==> config.mk <==
export PLATFORM = sky130hd
export DESIGN_NAME = sdram_test_gen
export DESIGN_NICKNAME = d
export VERILOG_FILES = /design/src/rtl/sdram_test_gen.sv
export SDC_FILE = /design/constraint.sdc
export NUM_CORES = 1
export LEC_CHECK = 0
export BUFFER_PORTS_ARGS = -buffer_cell sky130_fd_sc_hd__buf_4
export CORE_MARGIN = 2
export CORE_UTILIZATION = 63
export CTS_CLUSTER_SIZE = 28
export DETAILED_ROUTE_END_ITERATION = 16
export GPL_TIMING_DRIVEN = 0
export PLACE_DENSITY = 0.86
export SYNTH_ARGS = -nofsm -noshare
export SYNTH_HDL_FRONTEND = slang
export SYNTH_SLANG_ARGS = --single-unit
==> constraint.sdc <==
create_clock -name CLK -period 4 [get_ports CLK]
set_input_delay 0.8 -clock CLK [delete_from_list [all_inputs] [get_ports CLK]]
set_output_delay 0.8 -clock CLK [all_outputs]
set_load 0.01 [all_outputs]
==> src/rtl/sdram_test_gen.sv <==
// SDRAM traffic generator: writes an XOR pattern to a block, reads it back, reports on LED.
// Optional build macro SDRAM_TEST_LOOP_EN: re-run forever with the seed bumped after each pass.
module sdram_test_gen #(
  parameter int unsigned       ADDR_W     = 22,
  parameter int unsigned       DATA_W     = 16,
  parameter int unsigned       TEST_WORDS = 256,
  parameter int unsigned       BASE_ADDR  = 0,
  parameter logic [DATA_W-1:0] SEED       = 16'hA5C3,
  parameter int unsigned       BLINK_DIV  = 25000000
) (
  input  logic              CLK,
  input  logic              RSTn,
  input  logic              INIT_DONE,
  output logic              WR_REQ,
  output logic              RD_REQ,
  output logic [ADDR_W-1:0] ADDR,
  output logic [DATA_W-1:0] WR_DATA,
  input  logic              DONE,
  input  logic [DATA_W-1:0] RD_DATA,
  output logic              BUSY,
  output logic [15:0]       ERR_CNT,
  output logic              LED
);

  // state     | meaning
  // WAIT_INIT | idle until the controller finishes power-up
  // WR_ISSUE  | present address/data, raise WR_REQ
  // WR_WAIT   | hold the write until DONE
  // RD_ISSUE  | present address, raise RD_REQ
  // RD_WAIT   | hold the read until DONE, compare returned word
  // CHECK     | one-cycle verdict
  // PASS      | LED on (or next loop iteration)
  // FAIL      | LED blinks, terminal
  typedef enum logic [2:0] {
    WAIT_INIT, WR_ISSUE, WR_WAIT, RD_ISSUE, RD_WAIT, CHECK, PASS, FAIL
  } state_t;

  localparam logic [ADDR_W-1:0] BASE       = ADDR_W'(BASE_ADDR);
  localparam logic [ADDR_W-1:0] LAST_WORD  = ADDR_W'(TEST_WORDS - 1);
  localparam logic [31:0]       BLINK_LOAD = 32'(BLINK_DIV - 1);

  state_t              state;
  logic [ADDR_W-1:0]   word_cnt;
  logic [31:0]         blink_cnt;
  logic [ADDR_W-1:0]   cur_addr;
  logic [DATA_W-1:0]   pattern;
  logic [DATA_W-1:0]   seed_q;
  logic                last_word;
  logic                mismatch;
  logic                in_test;

`ifndef SDRAM_TEST_LOOP_EN
  assign seed_q = SEED;
`endif

  assign cur_addr  = BASE + word_cnt;
  assign pattern   = DATA_W'(cur_addr) ^ seed_q;
  assign last_word = (word_cnt == LAST_WORD);
  assign mismatch  = (RD_DATA != pattern);
  assign in_test   = (state != WAIT_INIT) && (state != PASS) && (state != FAIL);

  always_ff @(posedge CLK or negedge RSTn) begin
    if (!RSTn) begin
      state     <= WAIT_INIT;
      WR_REQ    <= 1'b0;
      RD_REQ    <= 1'b0;
      ADDR      <= BASE;
      WR_DATA   <= '0;
      BUSY      <= 1'b1;
      ERR_CNT   <= '0;
      LED       <= 1'b0;
      word_cnt  <= '0;
      blink_cnt <= '0;
`ifdef SDRAM_TEST_LOOP_EN
      seed_q    <= SEED;
`endif
    end else if (in_test && !INIT_DONE) begin
      // controller lost init: abandon the run and start over from word 0
      state    <= WAIT_INIT;
      WR_REQ   <= 1'b0;
      RD_REQ   <= 1'b0;
      word_cnt <= '0;
      ERR_CNT  <= '0;
      BUSY     <= 1'b1;
    end else begin
      case (state)
        WAIT_INIT: begin
          BUSY <= 1'b1;
          if (INIT_DONE) state <= WR_ISSUE;
        end
        WR_ISSUE: begin
          ADDR    <= cur_addr;
          WR_DATA <= pattern;
          WR_REQ  <= 1'b1;
          state   <= WR_WAIT;
        end
        WR_WAIT: begin
          if (DONE) begin
            WR_REQ <= 1'b0;
            if (last_word) begin
              word_cnt <= '0;
              state    <= RD_ISSUE;
            end else begin
              word_cnt <= word_cnt + 1'b1;
              state    <= WR_ISSUE;
            end
          end
        end
        RD_ISSUE: begin
          ADDR   <= cur_addr;
          RD_REQ <= 1'b1;
          state  <= RD_WAIT;
        end
        RD_WAIT: begin
          if (DONE) begin
            RD_REQ <= 1'b0;
            if (mismatch && (ERR_CNT != 16'hFFFF)) ERR_CNT <= ERR_CNT + 16'd1;
            if (last_word) begin
              state <= CHECK;
            end else begin
              word_cnt <= word_cnt + 1'b1;
              state    <= RD_ISSUE;
            end
          end
        end
        CHECK: begin
          BUSY <= 1'b0;
          if (ERR_CNT == 16'd0) begin
            state <= PASS;
`ifdef SDRAM_TEST_LOOP_EN
            LED   <= ~LED;
`else
            LED   <= 1'b1;
`endif
          end else begin
            state     <= FAIL;
            LED       <= 1'b0;
            blink_cnt <= BLINK_LOAD;
          end
        end
        PASS: begin
`ifdef SDRAM_TEST_LOOP_EN
          seed_q   <= seed_q + 1'b1;
          word_cnt <= '0;
          BUSY     <= 1'b1;
          state    <= WR_ISSUE;
`else
          LED      <= 1'b1;
`endif
        end
        FAIL: begin
          if (blink_cnt == 32'd0) begin
            LED       <= ~LED;
            blink_cnt <= BLINK_LOAD;
          end else begin
            blink_cnt <= blink_cnt - 32'd1;
          end
        end
        default: state <= WAIT_INIT;
      endcase
    end
  end

endmodule

; Word level (Yosys, flattened, before mapping)
; Index checks and enable logic that the tools add are counted.
[classes]
mux = 31
n_bitwise = 3
add_sub_neg = 3
n_eq_ne = 18
n_reduce_logical = 29
[ops]
columns = operator, n
row1 = two-way mux 22 bit, 5
row2 = two-way mux 16 bit, 4
row3 = two-way mux 32 bit, 2
row4 = case mux 32 bit (2 select lines), 1
row5 = case mux 22 bit (2 select lines), 1
row6 = zero test 32 bit, 1
row7 = subtractor 32 x 1 -> 32 bit (second input constant), 1
row8 = adder 22 x 1 -> 22 bit (second input constant), 1
row9 = == test 22 x 8 -> 1 bit (second input constant), 1
row10 = inequality test 3 bit (second input constant), 6
row11 = case mux 3 bit (6 select lines), 1
row12 = nonzero test 3 bit, 6
row13 = adder 16 x 1 -> 16 bit (second input constant), 1
row14 = zero test 16 bit, 1
row15 = inequality test 16 bit, 1
row16 = inequality test 16 bit (second input constant), 1
row17 = two-way mux 3 bit, 5
row18 = == test 3 bit (second input constant), 4
row19 = AND reduction 3 bit, 3
row20 = inverter 8 bit, 1
row21 = AND reduction 2 bit, 4
row22 = AND reduction 4 bit, 2
row23 = nonzero test 2 bit, 4
row24 = two-way mux 1 bit, 7
row25 = other kinds (12), 20
[word_totals]
in_bits = 20
ff_bits = 115
wordCells = 94

; Logic depth before layout (Yosys ltp)
; Gate-level depths: netlist of run 1.
[logic_depth]
ltp_word = 7
depth_mapped = 9
ltp_nobuf = 7

; Least setup slack after synthesis of run 1
; OpenSTA, ideal clock, no wires.
[synth_path]
kind = register to register
from = register blink_cnt[18]
to = register blink_cnt[31]
path_slack_ns = 1.643
setup_time_ns = 0.078
arrival_ns = 2.279
n_path_buf = 1
stages_incl_launch_ff = 7
cell_sequence = dfrtp_1 or2_4 or4_1 buf_2 or4_4 or4_1 a21oi_1
[synth_between]
elab_chain_cells = 3
word_cells_on_any_way = 4
cone_classes = add/sub: 1 / mux: 2 / reduce/logical: 1
[synth_rtl]
columns = item, line_no
row1 = from (decl), 44  ; logic [31:0] blink_cnt;
row2 = from (signal assigned), 156  ; blink_cnt <= blink_cnt - 32'd1;
row3 = subtractor 32 x 1 -> 32 bit or zero test 32 bit (tied branches), "156, 152"
row4 = two-way mux 32 bit *, 152  ; if (blink_cnt == 32'd0) begin
row5 = case mux 32 bit (2 select lines) *, 86  ; case (state)
; Every way passes the cells marked *; elsewhere a longest branch is shown, timed or not.
; A chain may end at the register's enable or synchronous reset.

; Worst setup path in the final report of run 1
[layout_path]
from = register word_cnt[8]
to = register ERR_CNT[6]
[layout_between]
elab_chain_cells = 5
[layout_rtl]
columns = item, line_no
row1 = from (decl), 43  ; logic [ADDR_W-1:0] word_cnt;
row2 = from (signal assigned), 104  ; word_cnt <= word_cnt + 1'b1;
row3 = from (signal assigned), 121  ; word_cnt <= word_cnt + 1'b1;
row4 = inverter 8 bit (no source line), -
row5 = inequality test 16 bit, 59  ; assign mismatch = (RD_DATA != pattern);
row6 = logical AND 1 bit, 117  ; if (mismatch && (ERR_CNT != 16'hFFFF)) ERR_CNT <= ERR_CNT + 16'd1;
row7 = nonzero test 2 bit (no source line), -
row8 = AND reduction 3 bit (no source line), -
row9 = to (signal assigned), 117
row10 = to (decl), 21  ; output logic [15:0] ERR_CNT,
; No other way between the ends.

==> results by group, run 1 <==
Run status
  • Outcome: finished clean

Detailed routing
  • DRC: 0
  • Routed WL per cell: 19.4 um
  • Remaining antenna violation count after routing: 0
  • Drt first pass iters: 5
  • Avg Vias per Cell: 6.75
  • Iteration-0 DRC Markers: about 500
  • Final wirelength: between 15000 and 20000 um
  • Vias post-DR: ~6100

Clock network
  • CTS Buf Count: 17
  • CTS tree: yes
  • Clock Latency Late Sink: 0.53 ns
  • H-tree Lvls: 4
  • # Post-CTS Setup Buffers: 0
  • Worst-path clk slew: 0.06 ns
  • CTS max path bufs: 2
  • Hold buffers post-CTS: 0
  • CTS sink cnt: between 100 and 150
  • Root buf cell: clkbuf_8
  • Cts repair resizes: 0

Floorplan
  • Initial Util: 64.3%
  • Die Y: 103 um
  • Die area: around 0.011 mm2
  • Area of the core: 0.00968 mm2
  • Die X: about 100 um
  • IO Count: just under 80
  • Std-Cell Rows: 36

Timing
  • RSZ-0062 raised after global routing: no
  • Final Setup Violations: 0
  • FMAX: 303 MHz
  • Final WS setup: 0.701 ns
  • Rel. slew slack: 23.1%
  • Crit path time final: approximately 3.3 ns
  • Crit share post-route: 82.5%
  • Setup TNS Final: 0 ns
  • Worst-Margin Slew: 1.15 ns
  • Final Hold Viols: 0
  • Max-slew violations: 0
  • Clk_skew: between 0.005 and 0.006 ns

Power and ir drop
  • Comb power frac: 9.2%
  • NetSw: 0.731 mW
  • Switch share: 24.3%
  • IR drop worst, VDD: 0.258 mV
  • Share of total power in the clock network: between 40% and 50%
  • Sequential Power Share: 41.0%
  • Pleak: 3.28 nW
  • PwrDens: 396 mW/mm2
  • Internal power: between 2 and 2.5 mW

Logic synthesis
  • Mapped Nets: 682
  • FF+latch count, synth: around 120
  • Top_reg_cell synth: dfrtp_1
  • EDFF count, synth: 0
  • Sequential element share of the synthesized area: between 40 and 50%
  • Mapped Area: 0.00623 mm2
  • Gate count of the mapped netlist: around 660
  • Unique masters post-synth: 55
  • FFs w/ async S/R, synth: 100%
  • Synth warn: 0
  • Synthesized area per cell: 9.48 um2

Placement
  • Dpl cell area: 0.00698 mm2
  • Final GP Congestion: ~0.93
  • Post-DP HPWL: 11200 um
  • Setup WS pre-CTS: approximately 0.66 ns
  • Buffers on Ports: 77

Layout
  • Antenna Cells: 0
  • Nets@finish: 779
  • Fillcell total: just over 600
  • Design area: 0.00758 mm2
  • Syn-to-layout area delta: 21.7%
  • Share of cells above drive strength 1: 19.8%

Setup path
  • Setup CP Type: reg2reg
  • Crit path max fanout: 10
  • CP endpoint kind: register
  • CP required: about 4.5 ns
  • Crit path DAT: 3.75 ns
  • Setup crit start kind: register

Global route
  • Initial antenna violation count: 0
  • GRT Util Overall: 34.0%
  • Total congestion overflow: 0
  • First-pass GRT wire length: 28000 um
  • Vias in the first global route: between 5000 and 6000
  • Largest net degree at the start of global routing: 116

Job
  • Max-cap viol count: 0

Hold path
  • HP Class: in2async
## synthesized netlist by cell type (all sizes together) (3+ instances only)
cell type,n,area (um2)
nor2b,3,18.8
nor4,22,144
clkbuf,41,154
and2,3,18.8
ha,5,62.6
nand2,47,176
o21ai,45,225
inv,10,37.5
a21oi,48,240
nand2b,4,25.0
a21o,3,22.5
a22o,7,61.3
and3,10,62.6
nand3,29,145
nor3,13,65.1
nor2,27,101
o31ai,27,203
a41oi,3,26.3
and4,11,96.3
buf,3,12.5
xnor2,9,78.8
o211ai,4,30.0
dfrtp,114,2850
mux2i,3,30.0
or4,27,206
nand4,18,113
or2,9,58.8
or3,33,206
o22ai,5,31.3
xor2,9,78.8
a31oi,6,37.5
mux2,31,349
nor3b,4,30.0
## routing by layer
metal / track usage, % / up-vias / share of wire (%)
li1: - / 2710 / -
met1: 46.0 / 2937 / 41
met2: 52.7 / 372 / 48
met3: 6.99 / 57 / 8.5
met4: 16.6 / 0 / 2.8
met5: 0 / - / 0
## flip-flops by register name (all words and copies together) (netlist names)
register / count
BUSY: 1
word_cnt: 22
state: 3
LED: 1
WR_REQ: 1
RD_REQ: 1
blink_cnt: 32
ADDR: 22
ERR_CNT: 16
WR_DATA: 16
## power groups by stage
stage	combinational [mW]	sequential, mW	clock, mW
2_1_floorplan	0.120	1.26	0
3_3_place_gp	0.258	1.25	0
3_5_place_dp	0.266	1.25	0
4_1_cts	0.270	1.23	1.49
5_1_grt	0.304	1.24	1.56
6_report	0.276	1.23	1.50
## final timing paths
| check | startpoint | slack, ns | cells past startpoint | endpoint |
|---|---|---|---|---|
| max in group asynchronous | RSTn | 3.15 | 2 | ADDR[13]$_DFFE_PN0P_ |
| min in group CLK | blink_cnt[7]$_DFFE_PN0P_ | 0.49 | 1 | blink_cnt[7]$_DFFE_PN0P_ |
| worst min-delay path | RSTn | 0.17 | 1 | blink_cnt[29]$_DFFE_PN0P_ |
| worst max register to register | word_cnt[8]$_DFFE_PN0P_ | 0.70 | 8 | ERR_CNT[6]$_DFFE_PN0P_ |
| worst max-delay path | word_cnt[8]$_DFFE_PN0P_ | 0.70 | 8 | ERR_CNT[6]$_DFFE_PN0P_ |
| worst min register to register | blink_cnt[7]$_DFFE_PN0P_ | 0.49 | 1 | blink_cnt[7]$_DFFE_PN0P_ |
## logic make-up (layout without fill, tap and decap cells)
| logic type | Yosys count | after routing | share of synthesized area [%] |
|---|---|---|---|
| xor+xnor | 18 | 18 | 2.53 |
| fa+ha+maj | 5 | 5 | 1.00 |
| flops | 115 | 115 | 46.2 |
| simple gates | 265 | 265 | 24.3 |
| buf+inv | 54 | 164 | 3.27 |
| mux | 34 | 34 | 6.08 |
| compound gates | 166 | 166 | 16.6 |
## worst max-delay path, stage by stage (launching register included)
cell and delay [ns]:
dfrtp_1 0.32, clkbuf_1 0.43, xor2_1 0.19, nand4_1 0.12, nor4_1 0.96, clkbuf_1 0.41, clkbuf_1 0.43, o21ai_0 0.20
a21oi_1 0.16
## area by class of cell
type / instances / area [um2] / share of cell area [%]
clock buffer: 21 / 439 / 5.79
sequential: 115 / 2880 / 38.0
clock inverter: 11 / 135 / 1.78
tap: 133 / 166 / 2.20
multi-input combinational: 488 / 3150 / 41.5
buffer: 44 / 166 / 2.20
timing repair buffer: 78 / 609 / 8.04
inverter: 10 / 37.5 / 0.495
## layout by cell type (no fill, tap or decap), drive strengths merged, types with 13 or more instances in the layout
cell type and instances:
nor2 27, o31ai 27, buf 81, or3 33
a21oi 48, nor4 22, o21ai 45, mux2 31
nor3 13, nand2 47, or4 27, nand3 29
dfrtp 114, clkbuf 62, nand4 18
## through the flow
stage | hold WS (ns) | util [%] | total power, mW | std cells
floorplan | 0.450 | - | 1.38 | 657
global placement | 0.471 | 72.0 | 1.51 | 867
detailed placement | 0.483 | 72.0 | 1.52 | 867
CTS | 0.495 | 78.0 | 2.99 | 899
global route | 0.206 | 78.3 | 3.10 | 900
finish | 0.171 | 78.3 | 3.00 | 900
Note: power is estimated with default switching activity, not from simulation.
==> run 2: changes to the inputs <==
--- a/config.mk
+++ b/config.mk
@@ -7,11 +7,11 @@
 export LEC_CHECK = 0
 export BUFFER_PORTS_ARGS = -buffer_cell sky130_fd_sc_hd__buf_4
 export CORE_MARGIN = 2
-export CORE_UTILIZATION = 63
+export CORE_UTILIZATION = 58
 export CTS_CLUSTER_SIZE = 28
 export DETAILED_ROUTE_END_ITERATION = 16
 export GPL_TIMING_DRIVEN = 0
-export PLACE_DENSITY = 0.86
+export PLACE_DENSITY = 0.8
 export SYNTH_ARGS = -nofsm -noshare
 export SYNTH_HDL_FRONTEND = slang
 export SYNTH_SLANG_ARGS = --single-unit
==> constraint.sdc (replaced) <==
create_clock -name CLK -period 3.19 [get_ports CLK]
set_input_delay 0.638 -clock CLK [delete_from_list [all_inputs] [get_ports CLK]]
set_output_delay 0.638 -clock CLK [all_outputs]
set_load 0.01 [all_outputs]
==> run 2 against run 1 <==
Effect of this change: first-iteration DRC count rose by 12%; largest cell class unchanged; critical endpoint is now blink_cnt[29]$_DFFE_PN0P_; cell count grew 0.22%; utilization decreased by 4.3 points; fmax rose by 8.7%.
==> results by group, run 2 (same netlist as run 1, synthesis figures left out) <==
Detailed routing
  • DRC: 0
  • Routed WL per cell: around 19 um
  • Vias post-DR: 5959
  • Iteration-0 DRC Markers: 557
  • Avg Vias per Cell: 6.61
  • Final wirelength: 16800 um
  • Drt first pass iters: 6
  • Remaining antenna violation count after routing: 0

Global route
  • Initial antenna violation count: 0
  • Total congestion overflow: 0
  • Vias in the first global route: 5660
  • Grt met2 use: 49.1%
  • Top Usage Layer GRT: met2
  • Met3 usage: 6.54%
  • Largest net degree at the start of global routing: 116
  • GRT Util Overall: between 30% and 40%
  • First-pass GRT wire length: 27800 um
  • Met1 Use GR: between 40% and 50%

Placement
  • Setup WS pre-CTS: -0.0486 ns
  • Final GP Congestion: just over 0.9
  • Post-DP HPWL: 11400 um
  • Dpl cell area: 0.00698 mm2
  • Cells after DPL: 870
  • Buffers on Ports: 77

Floorplan
  • Die Y: 108 um
  • Die area: 0.0116 mm2
  • IO Count: about 80
  • Initial Util: between 60% and 70%
  • Area of the core: 0.0104 mm2
  • Std-Cell Rows: 37
  • Die X: 108 um

Layout
  • Nets@finish: 779
  • Syn-to-layout area delta: 23.1%
  • Antenna Cells: 0
  • Design area: 0.00767 mm2
  • Commonest non-fill, non-tap cells in the layout: 114 x dfrtp_1, 76 x buf_4, 47 x nand2_1, 47 x a21oi_1, 45 x o21ai_0
  • Top flop regs: blink_cnt (32), ADDR (22), word_cnt (22)
  • Layout Cells excl Fill: around 900
  • Largest Register: blink_cnt
  • Max reg flops: 32
  • Share of cells above drive strength 1: approximately a fifth
  • Commonest non-fill, non-tap cell in the layout: dfrtp_1

Power and ir drop
  • Pleak: between 3 and 4 nW
  • PwrDens: approximately 520 mW/mm2
  • IR drop worst, VDD: 0.376 mV

Clock network
  • Clock Latency Late Sink: 0.53 ns
  • CTS sink cnt: 115
  • Root buf cell: clkbuf_8
  • H-tree Lvls: 4
  • CTS Buf Count: 17
  • # Post-CTS Setup Buffers: 0
  • Worst-path clk slew: 0.05 ns
  • CTS max path bufs: 2
  • CTS tree: yes

Setup path
  • Crit path DAT: around 3.5 ns
  • Crit path max fanout: 10
  • Setup CP Type: reg2reg
  • CP endpoint kind: register
  • CP required: 3.63 ns
  • Setup crit start kind: register

Timing
  • Final WS setup: 0.157 ns
  • Final Hold Viols: 0
  • WHS: 0.0778 ns
  • Setup TNS Final: 0 ns
  • Final Setup Violations: 0
  • Max-slew violations: 0
  • Worst-Margin Slew: 1.21 ns
  • Clk_skew: 0.00840 ns
  • FMAX: between 300 and 400 MHz
  • Crit share post-route: 95.1%
  • Rel. slew slack: a little under a fifth
  • RSZ-0062 raised after global routing: no
  • Crit path time final: 3.03 ns

Job
  • Max-cap viol count: 0

Hold path
  • HP Class: in2async

Run status
  • Outcome: finished clean
run 2: final cells by class:
cell class	instances	area (um2)
plain buffers	44	166
clock buffers	22	473
clock inverters	9	175
fillers	755	2700
inverters	10	37.5
multi-input cells	488	3160
flip-flops and latches	115	2880
well taps	136	170
repair buffers	78	609
run 2: critical path, cell delays in order (launching register included):
cell      delay (ns)
dfrtp_1         0.47
nor4_1          0.51
nand4_1         0.36
a21oi_2         0.40
clkbuf_1        0.42
clkbuf_1        0.49
o31ai_1         0.14
a21oi_1         0.15
run 2: what timing repair did:
action / in CTS / in global routing
gates resized for setup: 1 / 1
hold buffers: 0 / 0
endpoints found under the setup margin: 8 / 10
endpoints found under the hold margin: 0 / 0
pin swaps: 0 / 0
run 2: power by group:
group | internal, mW | switching [mW] | total [mW]
sequential | 1.51 | 0.0390 | 1.55
combinational | 0.142 | 0.198 | 0.340
clock | 1.42 | 0.656 | 2.08
total | 3.07 | 0.893 | 3.97
run 2: per-layer routing:
| layer | part of all wire, % | up-vias | wire length [um] |
|---|---|---|---|
| li1 | - | 2693 | - |
| met1 | 42 | 2919 | 7110 |
| met2 | 48 | 305 | 8130 |
| met3 | 7.5 | 42 | 1270 |
| met4 | 1.7 | 0 | 292 |
| met5 | 0 | - | 0 |
run 2: final timing paths:
check | start | endpoint | slack [ns] | cells past startpoint
min in group CLK | blink_cnt[7]$_DFFE_PN0P_ | blink_cnt[7]$_DFFE_PN0P_ | 0.48 | 1
max in group asynchronous | RSTn | BUSY$_DFFE_PN1P_ | 2.40 | 2
setup reg to reg | ERR_CNT[10]$_DFFE_PN0P_ | blink_cnt[29]$_DFFE_PN0P_ | 0.16 | 7
hold / removal | RSTn | blink_cnt[26]$_DFFE_PN0P_ | 0.08 | 1
hold reg to reg | blink_cnt[7]$_DFFE_PN0P_ | blink_cnt[7]$_DFFE_PN0P_ | 0.48 | 1
setup / recovery | ERR_CNT[10]$_DFFE_PN0P_ | blink_cnt[29]$_DFFE_PN0P_ | 0.16 | 7
run 2: stage by stage:
stage	total power, mW	utilization (%)
detailed placement	1.90	67.3
floorplan	1.73	-
CTS	3.97	73.6
finish	3.97	74.0
global placement	1.89	67.3
global route	4.10	74.0
